==> src/rtl/parking_slot_manager_if.sv <==
// ---------------------------------------------------------------------------
// parking_slot_manager_if
// Request / status bundle between a parking-lot controller and its client.
//   entry_signal  : car requests entry (one request per asserted cycle)
//   exit_signal   : car requests exit from exit_slot
//   exit_slot     : bay being vacated
//   is_open       : barrier door open (level)
//   is_full       : no free bays (level)
//   entry_reject  : one-cycle pulse, entry refused because the lot was full
//   exit_error    : one-cycle pulse, exit refused (bay empty or out of range)
//   spots         : occupancy map, 1 = occupied
//   capacity      : free bay count
//   location      : lowest-index free bay
//   loc_valid     : location is meaningful (capacity != 0)
// Modports: master = client side (drives requests), slave = controller side.
// ---------------------------------------------------------------------------
interface parking_slot_manager_if #(
   parameter int SLOTS  = 8,
   parameter int SLOT_W = $clog2(SLOTS),
   parameter int CAP_W  = $clog2(SLOTS + 1)
);
   logic              entry_signal;
   logic              exit_signal;
   logic [SLOT_W-1:0] exit_slot;
   logic              is_open;
   logic              is_full;
   logic              entry_reject;
   logic              exit_error;
   logic [SLOTS-1:0]  spots;
   logic [CAP_W-1:0]  capacity;
   logic [SLOT_W-1:0] location;
   logic              loc_valid;

   modport master (
      output entry_signal, exit_signal, exit_slot,
      input  is_open, is_full, entry_reject, exit_error,
             spots, capacity, location, loc_valid
   );

   modport slave (
      input  entry_signal, exit_signal, exit_slot,
      output is_open, is_full, entry_reject, exit_error,
             spots, capacity, location, loc_valid
   );
endinterface

==> src/rtl/parking_slot_manager.sv <==
// ---------------------------------------------------------------------------
// parking_slot_manager
// Tracks occupancy of SLOTS bays, grants the lowest-numbered free bay to each
// arriving car, frees a named bay on exit, and holds the barrier door open for
// DOOR_CYCLES cycles after the most recent granted event.
// Ports:
//   clk   : system clock, rising edge
//   reset : synchronous active-low reset
//   bus   : parking_slot_manager_if.slave (requests in, registered status out)
// ---------------------------------------------------------------------------
module parking_slot_manager #(
   parameter int SLOTS       = 8,
   parameter int DOOR_CYCLES = 4,
   parameter int SLOT_W      = $clog2(SLOTS),
   parameter int CAP_W       = $clog2(SLOTS + 1)
) (
   input logic                    clk,
   input logic                    reset,
   parking_slot_manager_if.slave  bus
);

   typedef enum logic [0:0] {
      CLOSED = 1'b0,
      OPEN   = 1'b1
   } door_state_t;

   // Registered state / outputs
   logic [SLOTS-1:0]  spots_r;
   logic [CAP_W-1:0]  capacity_r;
   logic [SLOT_W-1:0] location_r;
   logic              loc_valid_r;
   logic              is_full_r;
   logic              entry_reject_r;
   logic              exit_error_r;
   door_state_t       state_r;
   logic [7:0]        timer_r;
   logic              is_open_r;

   // Next-state values
   logic [SLOTS-1:0]  spots_s;
   logic [CAP_W-1:0]  capacity_s;
   logic [SLOT_W-1:0] location_s;
   logic              loc_valid_s;
   logic              grant_s;
   logic              reject_s;
   logic              exit_ok_s;
   logic              exit_err_s;
   logic [CAP_W-1:0]  exit_ext_s;
   logic              in_range_s;
   door_state_t       state_s;
   logic [7:0]        timer_s;

   // Request classification against pre-edge state
   always_comb begin
      exit_ext_s = CAP_W'(bus.exit_slot);
      in_range_s = (exit_ext_s < CAP_W'(SLOTS));
      grant_s    = bus.entry_signal && (capacity_r != {CAP_W{1'b0}});
      reject_s   = bus.entry_signal && (capacity_r == {CAP_W{1'b0}});
      if (in_range_s) begin
         exit_ok_s = bus.exit_signal && spots_r[bus.exit_slot];
      end else begin
         exit_ok_s = 1'b0;
      end
      exit_err_s = bus.exit_signal && !exit_ok_s;
   end

   // Occupancy map update, capacity and lowest-free-bay priority encoder
   always_comb begin
      spots_s = spots_r;
      // location_r is guaranteed free whenever capacity is non-zero, and an
      // exiting bay is always occupied, so the two updates never collide.
      if (grant_s) begin
         spots_s[location_r] = 1'b1;
      end else begin
         spots_s = spots_s;
      end
      if (exit_ok_s) begin
         spots_s[bus.exit_slot] = 1'b0;
      end else begin
         spots_s = spots_s;
      end
      capacity_s = capacity_r - CAP_W'(grant_s) + CAP_W'(exit_ok_s);

      // Scan downward so the lowest free index wins.
      location_s  = {SLOT_W{1'b0}};
      loc_valid_s = 1'b0;
      for (int i = SLOTS - 1; i >= 0; i--) begin
         if (!spots_s[i]) begin
            location_s  = SLOT_W'(i);
            loc_valid_s = 1'b1;
         end else begin
            location_s  = location_s;
         end
      end
   end

   // Door FSM next-state: any granted event (re)loads the hold timer
   always_comb begin
      state_s = state_r;
      timer_s = timer_r;
      if (grant_s || exit_ok_s) begin
         state_s = OPEN;
         timer_s = 8'(DOOR_CYCLES);
      end else begin
         case (state_r)
            OPEN: begin
               if (timer_r == 8'd1) begin
                  state_s = CLOSED;
                  timer_s = 8'd0;
               end else begin
                  timer_s = timer_r - 8'd1;
               end
            end
            CLOSED: begin
               state_s = CLOSED;
               timer_s = 8'd0;
            end
            default: begin
               state_s = CLOSED;
               timer_s = 8'd0;
            end
         endcase
      end
   end

   // Door FSM state register; is_open is registered alongside the state
   always_ff @(posedge clk) begin
      if (!reset) begin
         state_r   <= CLOSED;
         timer_r   <= 8'd0;
         is_open_r <= 1'b0;
      end else begin
         state_r   <= state_s;
         timer_r   <= timer_s;
         is_open_r <= (state_s == OPEN);
      end
   end

   // Occupancy, pointer and pulse registers
   always_ff @(posedge clk) begin
      if (!reset) begin
         spots_r        <= {SLOTS{1'b0}};
         capacity_r     <= CAP_W'(SLOTS);
         location_r     <= {SLOT_W{1'b0}};
         loc_valid_r    <= 1'b1;
         is_full_r      <= 1'b0;
         entry_reject_r <= 1'b0;
         exit_error_r   <= 1'b0;
      end else begin
         spots_r        <= spots_s;
         capacity_r     <= capacity_s;
         location_r     <= location_s;
         loc_valid_r    <= loc_valid_s;
         is_full_r      <= (capacity_s == {CAP_W{1'b0}});
         entry_reject_r <= reject_s;
         exit_error_r   <= exit_err_s;
      end
   end

   assign bus.spots        = spots_r;
   assign bus.capacity     = capacity_r;
   assign bus.location     = location_r;
   assign bus.loc_valid    = loc_valid_r;
   assign bus.is_full      = is_full_r;
   assign bus.entry_reject = entry_reject_r;
   assign bus.exit_error   = exit_error_r;
   assign bus.is_open      = is_open_r;

endmodule

==> src/flat_wrapper.sv <==
// flat-port wrapper written by rule: the top's interface ports become plain ports
module parking_slot_manager_flat 
#(
   parameter int SLOTS       = 8,
   parameter int DOOR_CYCLES = 4,
   parameter int SLOT_W      = $clog2(SLOTS),
   parameter int CAP_W       = $clog2(SLOTS + 1)
)
  (clk, reset, bus_entry_signal, bus_exit_signal, bus_exit_slot, bus_is_open, bus_is_full, bus_entry_reject, bus_exit_error, bus_spots, bus_capacity, bus_location, bus_loc_valid);
  parking_slot_manager_if #(.SLOTS(SLOTS), .SLOT_W(SLOT_W), .CAP_W(CAP_W)) bus_i ();
  input logic clk;
  input logic reset;
  input wire logic [$bits(bus_i.entry_signal)-1:0] bus_entry_signal;
  input wire logic [$bits(bus_i.exit_signal)-1:0] bus_exit_signal;
  input wire logic [$bits(bus_i.exit_slot)-1:0] bus_exit_slot;
  output wire logic [$bits(bus_i.is_open)-1:0] bus_is_open;
  output wire logic [$bits(bus_i.is_full)-1:0] bus_is_full;
  output wire logic [$bits(bus_i.entry_reject)-1:0] bus_entry_reject;
  output wire logic [$bits(bus_i.exit_error)-1:0] bus_exit_error;
  output wire logic [$bits(bus_i.spots)-1:0] bus_spots;
  output wire logic [$bits(bus_i.capacity)-1:0] bus_capacity;
  output wire logic [$bits(bus_i.location)-1:0] bus_location;
  output wire logic [$bits(bus_i.loc_valid)-1:0] bus_loc_valid;
  assign bus_i.entry_signal = bus_entry_signal;
  assign bus_i.exit_signal = bus_exit_signal;
  assign bus_i.exit_slot = bus_exit_slot;
  assign bus_is_open = bus_i.is_open;
  assign bus_is_full = bus_i.is_full;
  assign bus_entry_reject = bus_i.entry_reject;
  assign bus_exit_error = bus_i.exit_error;
  assign bus_spots = bus_i.spots;
  assign bus_capacity = bus_i.capacity;
  assign bus_location = bus_i.location;
  assign bus_loc_valid = bus_i.loc_valid;
  parking_slot_manager #(.SLOTS(SLOTS), .DOOR_CYCLES(DOOR_CYCLES), .SLOT_W(SLOT_W), .CAP_W(CAP_W)) u_core (.clk(clk), .reset(reset), .bus(bus_i));
endmodule
==> config.mk <==
export PLATFORM = sky130hd
export DESIGN_NAME = parking_slot_manager_flat
export DESIGN_NICKNAME = d
export VERILOG_FILES = /design/src/rtl/parking_slot_manager_if.sv /design/src/rtl/parking_slot_manager.sv /design/src/flat_wrapper.sv
export SDC_FILE = /design/constraint.sdc
export NUM_CORES = 1
export LEC_CHECK = 0
export ABC_AREA = 1
export BUFFER_PORTS_ARGS = -buffer_cell sky130_fd_sc_hd__buf_2
export CAP_MARGIN = 20
export CORE_ASPECT_RATIO = 0.75
export CORE_UTILIZATION = 54
export CTS_CLUSTER_DIAMETER = 200
export DETAILED_ROUTE_END_ITERATION = 10
export GPL_TIMING_DRIVEN = 0
export PLACE_DENSITY_LB_ADDON = 0.25
export SETUP_SLACK_MARGIN = 0.02
export SLEW_MARGIN = 20
export SYNTH_ARGS = -nofsm -noshare
export SYNTH_HDL_FRONTEND = slang
export SYNTH_SLANG_ARGS = --single-unit
==> constraint.sdc <==
create_clock -name clk -period 3 [get_ports clk]
set_input_delay 0.6 -clock clk [delete_from_list [all_inputs] [get_ports clk]]
set_output_delay 0.6 -clock clk [all_outputs]
set_load 0.01 [all_outputs]
==> results of run 1 <==
[worst max path at each step]
stage	startpoint	to
3_3_place_gp	bus_exit_slot[2]	u_core.bus.is_full$_SDFF_PN0_
4_1_cts	u_core.bus.capacity[2]$_SDFF_PN0_	u_core.bus.is_full$_SDFF_PN0_
3_5_place_dp	bus_exit_slot[2]	u_core.bus.is_full$_SDFF_PN0_
6_report	u_core.bus.capacity[2]$_SDFF_PN0_	u_core.bus.is_full$_SDFF_PN0_
2_1_floorplan	bus_exit_slot[1]	u_core.bus.is_full$_SDFF_PN0_
5_1_grt	u_core.bus.capacity[2]$_SDFF_PN0_	u_core.bus.is_full$_SDFF_PN0_
[where the power goes]
part           switching (mW)  total [mW]  internal [mW]
registers              0.0405       0.466          0.426
logic                   0.231       0.400          0.169
clock network           0.115       0.250          0.135
total                   0.386        1.12          0.730
[cell families (layout without fill, tap and decap cells)]
| logic type | Yosys count | count (layout) |
|---|---|---|
| AND/OR/NAND/NOR | 101 | 101 |
| buffers and inverters | 37 | 65 |
| flip-flops | 28 | 28 |
| AO/OA/AOI/OAI | 20 | 20 |
| adder cells (fa/ha/maj) | 8 | 8 |
| XOR/XNOR | 5 | 5 |
[per-layer routing]
metal	vias up	GRT usage [%]
li1	691	-
met1	581	31.0
met2	34	33.3
met3	2	5.48
met4	0	4.19
met5	-	0
[state kept, by name, summed over array words and instances, names as in the netlist]
| name | cells |
|---|---|
| u_core.bus.spots | 8 |
| u_core.timer_r | 8 |
| u_core.bus.capacity | 4 |
| u_core.bus.location | 3 |
| u_core.bus.entry_reject | 1 |
| u_core.bus.exit_error | 1 |
| u_core.bus.is_full | 1 |
| u_core.bus.loc_valid | 1 |
| u_core.state_r | 1 |
[layout by cell type, fill, tap and decap left out, types with 2 or more instances in the layout]
master,n
a21oi_1,7
a21oi_2,2
buf_2,24
clkbuf_4,3
dfxtp_1,28
ha_1,7
inv_1,28
inv_2,4
inv_4,2
nand2_1,34
nand2_4,2
nand3_1,12
nand3_2,4
nand4_1,6
nor2_1,25
nor2_2,6
nor3_1,6
o21ai_0,2
o21bai_1,2
or2_2,2
xnor2_1,3
xor2_1,2
[per-stage QoR]
step / utilization, % / hold slack, ns / area, um^2
finish: 65.5 / 0.478 / 1700
global route: 65.5 / 0.468 / 1700
CTS: 65.5 / 0.484 / 1700
detailed placement: 63.5 / 0.459 / 1650
global placement: 63.5 / 0.447 / 1650
floorplan: - / 0.430 / 1490
[area by class of cell]
cell class | count | area (um^2) | share of cell area (%)
timing repair buffer | 24 | 120 | 7.05
sequential | 28 | 561 | 32.9
multi-input combinational | 134 | 771 | 45.2
inverter | 34 | 133 | 7.78
clock buffer | 3 | 22.5 | 1.32
buffer | 3 | 22.5 | 1.32
tap | 36 | 45.0 | 2.64
clock inverter | 1 | 30.0 | 1.76
[critical path, cell delays in order (launching register included)]
cell	delay (ns)
dfxtp_1	0.35
inv_1	0.07
ha_1	0.19
nand3_1	0.12
nand2_1	0.10
inv_1	0.14
ha_1	0.23
inv_1	0.06
ha_1	0.27
nand2_1	0.06
nor2_1	0.04
a211oi_1	0.17
inv_1	0.07
or2_2	0.27
nand3_1	0.08
nor4_1	0.05
==> impl_metrics.tcl, run 1 <==
set metrics [dict create \
    slew_viol_final 0 \
    drive_gt1_share_pct 24.7 \
    rsz0062_at_grt "no" \
    status "complete, no violations" \
    rows 16 \
    setup_ws_ns 0.648 \
    setup_viol 0 \
    clock.fmax_ghz 0.425 \
    yosys-top-cells-area "dfxtp_1, nand2_1, inv_1, nor2_1, ha_1" \
    min_path_type "reg -> reg" \
    start_kind "flip-flop" \
    tightest_slew_ns 0.442 \
    hold_buffers 0 \
    grt_usage_pct 21.5 \
    synth.distinct_cells 35 \
    r2r_end "u_core.bus.is_full$_SDFF_PN0_" \
    die_w_um 62.6 \
    wl_met3_um 174 \
    crit_fanout 4 \
    cts_num_sinks 28 \
    peakVddDrop_mv 0.428 \
    holdPathEnd "u_core.timer_r[1]$_SDFF_PP0_" \
    slew_headroom_pct 70.5 \
    fin_crit_ns 2.35 \
    syn-num-nets 214 \
    ys_dominant_reg_cell "dfxtp_1" \
    cap_violations 0 \
    p_per_area_nw_per_um2 655 \
    finalHoldViolations 0 \
    drt-pass1-iter-count 4 \
    wl_mm 2.93 \
    wire_per_inst_um 11.1 \
    r2r_cells 15 \
    cp_data_arrival_time_ns 2.59 \
    port_buffers 24 \
    grt_pass1_vias 1091 \
    synth_edf_count 0 \
    dieArea_um2 2970 \
    reg2reg_from "u_core.bus.capacity[2]$_SDFF_PN0_" \
    clkTransAtPathRegs_ns 0.15 \
    post-route-period-util_pct 78.4 \
    yosysMostFrequentCell "nand2_1" \
    insertion_delay_ns 0.34 \
    postCtsSetupBuffers 0 \
    synth_top_area_share_pct 37.7 \
    core_um2 2600 \
    antenna_found_initial 0 \
    critical_path_class "reg -> reg" \
    synth_top_family_by_area "simple AND/OR/NAND/NOR gates" \
    synth_mux_area_share_pct 0 \
    nNetsFinal 243 \
    initial_core_util_pct 57.1 \
    dp.cells 259 \
    grt_pass1_wl_mm 4.86 \
    synth.yosys.seq_area_share_pct 37.7 \
    synth_area_per_cell_um2 7.47 \
    synthXorXnorAreaFrac_pct 2.95 \
    final.setup_skew_ns 0.00564 \
    endpoint_kind "flip-flop" \
    die_h_um 47.4 \
    syn_inst 199 \
    drt_iter0_markers 103 \
    synth_top_area_cell "dfxtp_1" \
    ys_ff_latch 28 \
    grt_overflow 0 \
    synthArstFlopShare_pct 0 \
    antenna_left 0 \
    cts_tree "done" \
    synth_area_um2 1490 \
    vias 1308 \
    dr_wl_met2_mm 1.21 \
    hold-path-cell-count 2 \
    gp_congestion 0.868 \
    wl_met1_mm 1.54 \
    maxUsedRoutingLayer "met4" \
    fillers 241 \
    hpwl_mm 2.29 \
    synth-adder-area-share_pct 7.24 \
    grt_max_degree 17 \
    cts_root_buffer "clkbuf_4" \
    synth_compound_area_share_pct 8.67 \
    place_ws_ns 0.460 \
    total_power_mw 1.12 \
    synth_simple_gate_area_share_pct 33.0 \
    route.detailed.drc 0 \
    ys_warn_count 0 \
    crit_required_ns 3.24 \
    clk_path_buf_depth 2 \
    area_growth_pct 14.6 \
    cts.htree.levels 1 \
    final_cells 263 \
    cts_resized 0 \
    r2r_setup_slack_ns 0.65 \
    hp-start "u_core.state_r$_SDFF_PN0_" \
    p_leak_nw 0.870 \
    num_antenna_cells 0 \
    viasPerCell 4.97 \
    cts_buffers 3 \
    setup_tns_ns 0 \
    synthTopCellsByCount "nand2_1, dfxtp_1, inv_1" \
    io_pins 27 \
]
No activity file was read; power rests on OpenSTA's default activity.
==> inputs of run 2 (changes only) <==
- ABC_AREA: 1 -> 0
- CORE_UTILIZATION: 54 -> 50
- clock period: 3 -> 2 ns (I/O delays scaled with it)
==> run 2 against run 1 <==
  * The flow now finishes with violations (negative setup slack)
  * Hold slack got worse by 0.060 ns
  * Fmax rose by 8.3%
  * Power rose by 81%
  * Sequential share of layout area fell by 4.6 points
  * Largest power group is now combinational logic
  * First-iteration DRC count fell by 7.8%
  * Routed wire length rose by 35%
  * Clock power rose by 79%
  * Highest routed layer unchanged
  * Largest cell class unchanged
==> impl_metrics.tcl, run 2 <==
set metrics [dict create \
    status "finished, violations left" \
    violations "negative setup slack" \
    clock.fmax_ghz 0.460 \
    setup_ws_ns -0.173 \
    slew_viol_final 0 \
    final_cell_mix "buf_2, dfxtp_1, nor2_1" \
    ys_ff_latch 28 \
    vias 1481 \
    endpoint_kind "flip-flop" \
    wire_per_inst_um 15.9 \
    setup_viol 6 \
    ys_dominant_reg_cell "dfxtp_1" \
    die_w_um 67.3 \
    crit_required_ns 2.20 \
    syn-num-nets 190 \
    viasPerCell 5.95 \
    synthArstFlopShare_pct 0 \
    fin_crit_ns 2.17 \
    core_um2 3000 \
    p_per_area_nw_per_um2 1020 \
    hpwl_mm 2.80 \
    crit_fanout 2 \
    grt_overflow 0 \
    grt_max_degree 17 \
    min_path_type "in -> reg" \
    ys_warn_count 0 \
    multi_input_area_um2 1010 \
    synth_area_um2 1600 \
    grt_pass1_wl_mm 6.31 \
    tightest_slew_ns 0.489 \
    start_kind "flip-flop" \
    holdWs_ns 0.419 \
    final_common_cell "buf_2" \
    initial_core_util_pct 53.3 \
    wl_met1_mm 1.76 \
    hp-start "bus_exit_signal" \
    rsz0062_at_grt "yes" \
    syn_inst 175 \
    drt-pass1-iter-count 5 \
    cts_tree "done" \
    synth.distinct_cells 55 \
    io_pins 27 \
    synth_edf_count 0 \
    hold_buffers 0 \
    clk_path_buf_depth 2 \
    antenna_found_initial 0 \
    area_growth_pct 24.4 \
    cts_buffers 3 \
    insertion_delay_ns 0.28 \
    p_leak_nw 0.812 \
    port_buffers 24 \
    cts.htree.levels 1 \
    antenna_left 0 \
    switching_power_mw 0.688 \
    post-route-period-util_pct 109 \
    synth.yosys.seq_area_share_pct 35.1 \
    maxUsedRoutingLayer "met4" \
    dr_wl_met2_mm 1.79 \
    route.detailed.drc 0 \
    cts_root_buffer "clkbuf_8" \
    drive_gt1_share_pct 32.2 \
    yosys-top-cells-area "dfxtp_1, ha_1, inv_1, nor2_1, xnor2_1" \
    dieArea_um2 3430 \
    setup_tns_ns -0.523 \
    reg2reg_from "u_core.bus.capacity[2]$_SDFF_PN0_" \
    synth_top_area_cell "dfxtp_1" \
    crit_start "u_core.bus.capacity[2]$_SDFF_PN0_" \
    wl_mm 3.95 \
    p_seq_share_pct 35.8 \
    grt_pass1_vias 1379 \
    synth_top_area_share_pct 35.1 \
    num_antenna_cells 0 \
    synth_area_per_cell_um2 9.13 \
    yosysMostFrequentCell "dfxtp_1" \
    cap_violations 0 \
    peakVddDrop_mv 0.399 \
    cts_num_sinks 28 \
    clkTransAtPathRegs_ns 0.10 \
    slew_headroom_pct 66.9 \
    synthTopCellsByCount "dfxtp_1, inv_1, nor2_1" \
    rows 17 \
    die_h_um 51.0 \
    grt_usage_pct 24.7 \
    p_clk_share_pct 22.2 \
    wl_met3_um 348 \
    drt_iter0_markers 95 \
    critical_path_class "reg -> reg" \
    seqCellArea_um2 563 \
    fillers 245 \
    cp_data_arrival_time_ns 2.38 \
    nNetsFinal 227 \
    p_sw_share_pct 34.0 \
    p_int_mw 1.33 \
    finalHoldViolations 0 \
    final.setup_skew_ns 0.0107 \
    gp_congestion 0.852 \
    pwr-share-comb_pct 42.0 \
]
## run 2: routing by layer
layer | up-vias | global-route usage, %
met3 | 9 | 7.14
met5 | - | 0
met2 | 87 | 37.7
met4 | 0 | 9.93
li1 | 705 | -
met1 | 680 | 32.4
## run 2: power by group through the flow
| stage | Sequential, mW | Clock, mW | Combinational, mW |
|---|---|---|---|
| 6_report | 0.724 | 0.448 | 0.850 |
| 5_1_grt | 0.738 | 0.477 | 0.920 |
| 4_1_cts | 0.718 | 0.456 | 0.769 |
| 3_5_place_dp | 0.729 | 0 | 0.654 |
| 3_3_place_gp | 0.723 | 0 | 0.632 |
| 2_1_floorplan | 0.747 | 0 | 0.468 |
## run 2: logic make-up after synthesis
logic type	count (synthesis)	synth area share, %
XOR/XNOR	8	4.39
AO/OA/AOI/OAI	32	17.2
adder cells (fa/ha/maj)	8	6.73
multiplexers	7	7.13
AND/OR/NAND/NOR	66	22.6
buffers and inverters	26	6.89
flip-flops	28	35.1
## run 2: timing repair
item                       CTS  global route
buffers inserted             6             2
setup endpoints to repair    6             8
resized for setup           10             6
pin swaps                    8             3
## run 2: path summary, 6_finish.rpt
kind | to | slack, ns | cells after the start
setup / recovery | u_core.bus.is_full$_SDFF_PN0_ | -0.17 | 11
hold / removal | u_core.bus.exit_error$_SDFF_PN0_ | 0.42 | 2
setup reg to reg | u_core.bus.is_full$_SDFF_PN0_ | -0.17 | 11
hold reg to reg | u_core.timer_r[0]$_SDFF_PP0_ | 0.52 | 1
## run 2: layout make-up
type | instances | area share, %
inverters | 20 | 3.78
clock inverters | 1 | 1.51
plain buffers | 6 | 2.08
flip-flops and latches | 28 | 28.3
repair buffers | 32 | 9.07
well taps | 38 | 2.39
clock buffers | 3 | 2.08
multi-input cells | 121 | 50.8
## run 2: stage by stage
stage | utilization, % | power [mW] | cells | cell area [um^2] | setup slack [ns]
6_report | 66.2 | 2.02 | 249 | 1990 | -0.173
5_1_grt | 66.2 | 2.13 | 249 | 1990 | -0.294
4_1_cts | 64.7 | 1.94 | 247 | 1940 | -0.166
3_5_place_dp | 59.5 | 1.38 | 237 | 1790 | -0.576
3_3_place_gp | 59.5 | 1.35 | 237 | 1790 | -0.498
2_1_floorplan | - | 1.22 | 175 | 1620 | -0.250
## run 2: critical path: stages, from the launching register on
cell and delay, ns:
dfxtp_2 0.35, inv_2 0.05, ha_4 0.16, nor3b_4 0.15, nor2_2 0.13, ha_2 0.29, inv_2 0.07, ha_4 0.13
inv_2 0.03, fa_2 0.35, xnor2_2 0.16, nor4b_2 0.23
